### src/rtl/hc05_responder.sv
// Serial-side model of an HC-05 module: an 8N1 receiver and transmitter, plus a control FSM.
// In AT mode it answers CR-LF command lines with OK or ERROR; in data mode it connects and echoes bytes.
module hc05_responder #(
    parameter logic [15:0] CONNECT_DELAY = 16'd1000,
    parameter int          LINE_MAX      = 16
) (
    input  logic       clock,
    input  logic       reset,
    input  logic [9:0] cycles_per_databit,
    input  logic       enable_in,
    input  logic       at_mode,
    input  logic       rx_line,
    output logic       tx_line,
    output logic       state_out,
    output logic [7:0] rx_byte,
    output logic       rx_byte_valid,
    output logic       frame_error,
    output logic       overrun,
    output logic       tx_busy
);
    localparam int IDX_W = $clog2(LINE_MAX);
    localparam int CNT_W = $clog2(LINE_MAX + 1);
    localparam logic [CNT_W-1:0] LINE_FULL = CNT_W'(LINE_MAX);
    localparam logic [7:0] CHAR_CR = 8'h0D;
    localparam logic [7:0] CHAR_LF = 8'h0A;

    // ------------------------------------------------------------------ RX
    typedef enum logic [1:0] {RX_IDLE, RX_START, RX_DATA, RX_STOP} rx_state_t;

    rx_state_t  rx_state;
    logic       rx_meta, rx_sync, rx_prev;
    logic [9:0] rx_cpd, rx_cnt;
    logic [2:0] rx_bit;
    logic [7:0] rx_shift;
    logic       rx_bit_end;

    assign rx_bit_end = (rx_cnt == rx_cpd - 10'd1);

    always_ff @(posedge clock or posedge reset) begin
        if (reset) begin
            rx_state      <= RX_IDLE;
            rx_meta       <= 1'b1;
            rx_sync       <= 1'b1;
            rx_prev       <= 1'b1;
            rx_cpd        <= 10'd0;
            rx_cnt        <= 10'd0;
            rx_bit        <= 3'd0;
            rx_shift      <= 8'h00;
            rx_byte       <= 8'h00;
            rx_byte_valid <= 1'b0;
            frame_error   <= 1'b0;
        end else begin
            rx_meta       <= rx_line;
            rx_sync       <= rx_meta;
            rx_prev       <= rx_sync;
            rx_byte_valid <= 1'b0;
            frame_error   <= 1'b0;
            case (rx_state)
                RX_IDLE: begin
                    if (rx_prev && !rx_sync) begin
                        rx_state <= RX_START;
                        rx_cpd   <= cycles_per_databit;
                        rx_cnt   <= 10'd0;
                    end
                end
                RX_START: begin
                    // Mid-start re-check: a line that is high again was only a glitch.
                    if (rx_cnt == {1'b0, rx_cpd[9:1]} - 10'd1) begin
                        rx_cnt   <= 10'd0;
                        rx_bit   <= 3'd0;
                        rx_state <= rx_sync ? RX_IDLE : RX_DATA;
                    end else begin
                        rx_cnt <= rx_cnt + 10'd1;
                    end
                end
                RX_DATA: begin
                    if (rx_bit_end) begin
                        rx_cnt   <= 10'd0;
                        rx_shift <= {rx_sync, rx_shift[7:1]};
                        if (rx_bit == 3'd7) rx_state <= RX_STOP;
                        else                rx_bit   <= rx_bit + 3'd1;
                    end else begin
                        rx_cnt <= rx_cnt + 10'd1;
                    end
                end
                RX_STOP: begin
                    if (rx_bit_end) begin
                        rx_cnt   <= 10'd0;
                        rx_state <= RX_IDLE;
                        if (rx_sync) begin
                            rx_byte       <= rx_shift;
                            rx_byte_valid <= 1'b1;
                        end else begin
                            frame_error <= 1'b1;
                        end
                    end else begin
                        rx_cnt <= rx_cnt + 10'd1;
                    end
                end
                default: rx_state <= RX_IDLE;
            endcase
        end
    end

    // ------------------------------------------------------------------ TX
    logic [9:0] tx_cpd, tx_cnt;
    logic [3:0] tx_bit;
    logic [8:0] tx_shift;
    logic       tx_last, tx_free, tx_load;
    logic [7:0] tx_data;

    // A frame may be loaded in the final stop-bit cycle, so frames run back to back.
    assign tx_last = tx_busy && (tx_cnt == tx_cpd - 10'd1) && (tx_bit == 4'd9);
    assign tx_free = !tx_busy || tx_last;

    always_ff @(posedge clock or posedge reset) begin
        if (reset) begin
            tx_line  <= 1'b1;
            tx_busy  <= 1'b0;
            tx_cpd   <= 10'd0;
            tx_cnt   <= 10'd0;
            tx_bit   <= 4'd0;
            tx_shift <= 9'h1FF;
        end else if (tx_load) begin
            tx_line  <= 1'b0;
            tx_busy  <= 1'b1;
            tx_cpd   <= cycles_per_databit;
            tx_cnt   <= 10'd0;
            tx_bit   <= 4'd0;
            tx_shift <= {1'b1, tx_data};
        end else if (tx_busy) begin
            if (tx_cnt == tx_cpd - 10'd1) begin
                tx_cnt <= 10'd0;
                if (tx_bit == 4'd9) begin
                    tx_busy <= 1'b0;
                end else begin
                    tx_line  <= tx_shift[0];
                    tx_shift <= {1'b1, tx_shift[8:1]};
                    tx_bit   <= tx_bit + 4'd1;
                end
            end else begin
                tx_cnt <= tx_cnt + 10'd1;
            end
        end
    end

    // ------------------------------------------------------------- control
    typedef enum logic [2:0] {
        CTL_DISABLED, CTL_AT_COLLECT, CTL_AT_RESPOND, CTL_CONNECTING, CTL_CONNECTED
    } ctl_state_t;

    ctl_state_t       ctl_state;
    logic [7:0]       line_buf [LINE_MAX];
    logic [CNT_W-1:0] line_cnt;
    logic             ovf, cr_seen, resp_ok, line_ok;
    logic [2:0]       resp_idx, resp_len;
    logic [15:0]      conn_cnt;
    logic [7:0]       pend_data;
    logic             pend_valid;
    logic             lf_done;

    function automatic logic [7:0] resp_rom(input logic ok, input logic [2:0] idx);
        case ({ok, idx})
            4'b1_000: resp_rom = 8'h4F;
            4'b1_001: resp_rom = 8'h4B;
            4'b1_010: resp_rom = 8'h0D;
            4'b1_011: resp_rom = 8'h0A;
            4'b0_000: resp_rom = 8'h45;
            4'b0_001: resp_rom = 8'h52;
            4'b0_010: resp_rom = 8'h52;
            4'b0_011: resp_rom = 8'h4F;
            4'b0_100: resp_rom = 8'h52;
            4'b0_101: resp_rom = 8'h0D;
            4'b0_110: resp_rom = 8'h0A;
            default:  resp_rom = 8'h00;
        endcase
    endfunction

    assign line_ok  = !ovf && (line_cnt >= CNT_W'(2)) &&
                      (line_buf[0] == 8'h41) && (line_buf[1] == 8'h54);
    assign resp_len = resp_ok ? 3'd4 : 3'd7;
    assign lf_done  = rx_byte_valid && (rx_byte == CHAR_LF) && cr_seen;

    always_comb begin
        tx_load = 1'b0;
        tx_data = 8'h00;
        case (ctl_state)
            CTL_AT_COLLECT: begin
                if (lf_done && tx_free) begin
                    tx_load = 1'b1;
                    tx_data = resp_rom(line_ok, 3'd0);
                end
            end
            CTL_AT_RESPOND: begin
                if (resp_idx != resp_len && tx_free) begin
                    tx_load = 1'b1;
                    tx_data = resp_rom(resp_ok, resp_idx);
                end
            end
            CTL_CONNECTED: begin
                if (tx_free && pend_valid) begin
                    tx_load = 1'b1;
                    tx_data = pend_data;
                end else if (tx_free && rx_byte_valid) begin
                    tx_load = 1'b1;
                    tx_data = rx_byte;
                end
            end
            default: ;
        endcase
        if (!enable_in) tx_load = 1'b0;
    end

    always_ff @(posedge clock or posedge reset) begin
        if (reset) begin
            ctl_state  <= CTL_DISABLED;
            for (int i = 0; i < LINE_MAX; i++) line_buf[i] <= 8'h00;
            line_cnt   <= '0;
            ovf        <= 1'b0;
            cr_seen    <= 1'b0;
            resp_ok    <= 1'b0;
            resp_idx   <= 3'd0;
            conn_cnt   <= 16'd0;
            pend_data  <= 8'h00;
            pend_valid <= 1'b0;
            state_out  <= 1'b0;
            overrun    <= 1'b0;
        end else begin
            overrun <= 1'b0;
            if (!enable_in || ctl_state == CTL_DISABLED) begin
                line_cnt   <= '0;
                ovf        <= 1'b0;
                cr_seen    <= 1'b0;
                resp_idx   <= 3'd0;
                conn_cnt   <= 16'd0;
                pend_valid <= 1'b0;
                state_out  <= 1'b0;
                if (!enable_in)   ctl_state <= CTL_DISABLED;
                else if (at_mode) ctl_state <= CTL_AT_COLLECT;
                else              ctl_state <= CTL_CONNECTING;
            end else begin
                case (ctl_state)
                    CTL_AT_COLLECT: begin
                        if (rx_byte_valid) begin
                            if (rx_byte == CHAR_CR) begin
                                cr_seen <= 1'b1;
                            end else begin
                                cr_seen <= 1'b0;
                                if (rx_byte == CHAR_LF) begin
                                    if (cr_seen) begin
                                        ctl_state <= CTL_AT_RESPOND;
                                        resp_ok   <= line_ok;
                                        resp_idx  <= tx_free ? 3'd1 : 3'd0;
                                    end
                                end else if (line_cnt < LINE_FULL) begin
                                    line_buf[line_cnt[IDX_W-1:0]] <= rx_byte;
                                    line_cnt <= line_cnt + CNT_W'(1);
                                end else begin
                                    ovf <= 1'b1;
                                end
                            end
                        end
                    end
                    CTL_AT_RESPOND: begin
                        if (tx_load) begin
                            resp_idx <= resp_idx + 3'd1;
                        end else if (resp_idx == resp_len && tx_last) begin
                            ctl_state <= CTL_AT_COLLECT;
                            line_cnt  <= '0;
                            ovf       <= 1'b0;
                            cr_seen   <= 1'b0;
                        end
                    end
                    CTL_CONNECTING: begin
                        if (conn_cnt == CONNECT_DELAY - 16'd1) begin
                            ctl_state <= CTL_CONNECTED;
                            state_out <= 1'b1;
                        end else begin
                            conn_cnt <= conn_cnt + 16'd1;
                        end
                    end
                    CTL_CONNECTED: begin
                        // When TX frees as a byte arrives, pending goes out and the new byte takes its place.
                        if (rx_byte_valid) begin
                            if (tx_free) begin
                                if (pend_valid) pend_data <= rx_byte;
                            end else if (!pend_valid) begin
                                pend_data  <= rx_byte;
                                pend_valid <= 1'b1;
                            end else begin
                                overrun <= 1'b1;
                            end
                        end else if (pend_valid && tx_free) begin
                            pend_valid <= 1'b0;
                        end
                    end
                    default: ctl_state <= CTL_DISABLED;
                endcase
            end
        end
    end
endmodule

### config.mk
export PLATFORM = sky130hd
export DESIGN_NAME = hc05_responder
export DESIGN_NICKNAME = d
export VERILOG_FILES = /design/src/rtl/hc05_responder.sv
export SDC_FILE = /design/constraint.sdc
export NUM_CORES = 1
export LEC_CHECK = 0
export CAP_MARGIN = 10
export CORE_AREA = 5 5 169 171
export CTS_CLUSTER_DIAMETER = 120
export DETAILED_ROUTE_END_ITERATION = 12
export DIE_AREA = 0 0 174 176
export GPL_TIMING_DRIVEN = 0
export PLACE_DENSITY = 0.49
export REMOVE_ABC_BUFFERS = 1
export SYNTH_ARGS = -nofsm -noshare
export SYNTH_HDL_FRONTEND = slang
export SYNTH_SLANG_ARGS = --single-unit
### constraint.sdc
create_clock -name clock -period 4 [get_ports clock]
set_input_delay 0.6 -clock clock [delete_from_list [all_inputs] [get_ports clock]]
set_output_delay 0.6 -clock clock [all_outputs]
set_load 0.05 [all_outputs]
==> results.toml <==
[pwr]
p_leak_nw = 3.93
p_seq_share_pct = 39.8
p_sw_share_pct = 35.1
peakVddDrop_mv = 0.259
share_comb_of_total_power_pct = 24.7
power_density_nw_per_um2 = 472
p_int_mw = 2.81
p_sw_mw = 1.52
clkPwrFrac_pct = 35.5

[synthesis]
synthAdderAreaFrac_pct = 3.48
syn_inst = 793
syn_area_um2 = 7910
yosysUniqueCellTypes = 75
yosysMostFrequentCell = "dfrtp_1"
synth_mux_area_share_pct = 11.3
ys_top_cells_by_count = "dfrtp_1 (125), nand2_1 (73), mux2_2 (59), o21ai_0 (50), nor2_1 (49)"
synth-seq-area-share_pct = 43.5
synth_edf_count = 0
synth_top_family_by_area = "simple AND/OR/NAND/NOR gates"
yosys.area.top_type = "dfrtp_1"
yosys-top-cells-area = "dfrtp_1 (40%), mux2_2 (8.4%), dfstp_2 (4.0%)"
synth_xor_area_share_pct = 5.98
synthSimpleGateAreaFrac_pct = 19.4
yosysWarnings = 0
synthArstFlopShare_pct = 100
ys.flop_type = "dfrtp_1"
synth_compound_area_share_pct = 13.0
synth_top_area_share_pct = 39.5
ys_ff_latch = 137
avgSynthCellArea_um2 = 9.97

[layout]
syn_to_final_growth_pct = 16.1
n_antenna_cell = 0
layout.nets = 846
ff_latch_area_um2 = 3440
final_core_util_pct = 34.4
multi_input_area_um2 = 4280
fill_cells = 2733
drive_gt1_share_pct = 16.4

[cts]
numCtsBuffers = 17
clkLatencyLatePin_ns = 0.42
clock-sinks = 137
ctsHoldBuffers = 0
cts_tree = "yes"
cts_max_level = 4
cts_max_path_buffers = 2
root_buffer = "clkbuf_16"
cts.reportedPaths.clkPinSlew_ns = 0.07

[sta]
maxSlewViolCount = 0
finalSetupViolCount = 0
relSlewSlack_pct = 26.3
hold_viol_final = 0
worst_pin_slew_ns = 1.10
post-route-period-util_pct = 94.5
tns_ns = 0
fmax_ghz = 0.264
final.setup.worst_slack_ns = 0.219
period_needed_ns = 3.78
finalClockSkew_ns = 0.0121

[setup_path]
crit_type = "reg -> reg"
critical_path_arrival_ns = 4.08
reg2reg_depth = 14
worstPathRequired_ns = 4.30
startpoint_type = "flop"
cp_max_fo = 11
cp-end-kind = "flop"

[die]
start_util_pct = 29.6
dieArea_um2 = 30600
core_area_um2 = 26700
die_w_um = 174
rows = 60
die_h_um = 176
io_pins = 29

[grt]
grt_use_met3_pct = 2.51
gr-usage-met1_pct = 18.3
busiest_layer = "met2"
gr-usage-all-layers_pct = 12.4
overflow = 0
grt_pass1_wl_mm = 31.5
antenna_found_initial = 0
grt_pass1_vias = 5876
grt_max_degree = 87
grtUsageMet2_pct = 18.8

[placement]
gp_congestion = 0.808
port_buffers = 28
dp_hpwl_mm = 12.6
place_ws_ns = -0.779

[worst_hold_path]
hold_class = "reg -> reg"
hold_depth = 0

[drt]
drt_wl_total_mm = 18.3
post_drt_wl_per_cell_um = 15.7
via_per_inst = 5.04
ant_nets = 0
drc_errors = 0
drtIter0Drc = 342
dr.pass1.iters = 4
vias = 5857

[flow_run]
maxCapViolations = 0

[status]
outcome = "finished, final reports clean"
stage by stage:
stage / cells / power, mW / hold WS (ns) / cell area, um^2
6_report: 1163 / 4.33 / 0.355 / 9190
5_1_grt: 1163 / 4.63 / 0.367 / 9190
2_1_floorplan: 758 / 2.51 / 0.345 / 7760
3_3_place_gp: 1127 / 2.80 / 0.347 / 8470
4_1_cts: 1163 / 4.39 / 0.361 / 9140
3_5_place_dp: 1128 / 2.80 / 0.349 / 8500
flip-flops by register name (all words and copies together), names as in the netlist, 3 cells and up, named ones only:
name / cells
rx_byte: 8
tx_shift: 8
rx_shift: 8
tx_bit: 4
rx_bit: 3
line_buf: 16
resp_idx: 3
ctl_state: 3
rx_cpd: 10
rx_cnt: 10
tx_cnt: 10
tx_cpd: 10
conn_cnt: 16
pend_data: 8
line_cnt: 5
power groups by stage:
| stage | sequential [mW] | clock (mW) | combinational [mW] |
|---|---|---|---|
| after floorplan | 1.68 | 0 | 0.831 |
| after global placement | 1.75 | 0 | 1.05 |
| after detailed placement | 1.75 | 0 | 1.06 |
| after CTS | 1.72 | 1.60 | 1.07 |
| after global routing | 1.75 | 1.65 | 1.22 |
| final | 1.72 | 1.54 | 1.07 |
worst paths after layout:
check	from	slack, ns	to
worst min register to register	rx_meta	0.36	rx_sync
max in group asynchronous	reset	2.59	tx_cpd[0]
min in group asynchronous	reset	0.61	rx_bit[2]
worst min-delay path	rx_meta	0.36	rx_sync
worst max-delay path	tx_cpd[0]	0.22	tx_cpd[2]
worst max register to register	tx_cpd[0]	0.22	tx_cpd[2]
area by class of cell:
class / count / area share (%)
sequential: 137 / 37.5
tap: 341 / 4.64
inverter: 31 / 1.32
timing repair buffer: 31 / 3.65
clock buffer: 19 / 4.93
clock inverter: 13 / 1.36
multi-input combinational: 591 / 46.6
cells in the final DEF (no fill, tap or decap), drive strengths merged, types with 5 or more instances in the layout:
cell type / count
nand3b: 6
nand4: 13
or3: 5
nand2: 73
nor2b: 9
nor3b: 8
and3: 13
a21oi: 19
dfstp: 12
clkbuf: 19
nand2b: 11
ha: 22
o21a: 5
nand3: 25
nor2: 49
a22oi: 7
a31oi: 6
o21ai: 51
a211o: 6
nor3: 29
dfrtp: 125
clkdlybuf4s50: 28
inv: 40
mux2i: 22
xor2: 29
nor4b: 7
o211ai: 6
and2: 8
o31ai: 7
mux2: 60
xnor2: 25
nor4: 5
repair_timing:
action,CTS,global route
resized for setup,5,7
pin swaps,1,0
buffers inserted,2,0
gates cloned,1,0
endpoints found under the setup margin,33,33
worst max-delay path, cell delays in order, from the launching register on:
cell and delay [ns]:
dfrtp_2 0.43, inv_1 0.06, ha_1 0.30, nor2b_2 0.23, or3_1 0.37, a31oi_2 0.25
nand4b_1 0.18, o31ai_4 0.34, ha_1 0.25, nand2_2 0.17, nand3_2 0.19, o221ai_4 0.17
a21oi_4 0.21, buf_12 0.16, mux2_2 0.33
logic make-up after synthesis:
family,Yosys count
xor+xnor,54
buf+inv,66
simple gates,282
fa+ha+maj,22
mux,82
flops,137
compound gates,150
routing by layer:
layer  vias to the layer above  wire length (um)
met5                         -                 0
met4                         0               158
met3                        12               495
met2                        57              8020
met1                      2885              9630
li1                       2903                 -
No activity file was read; power rests on OpenSTA's default activity.
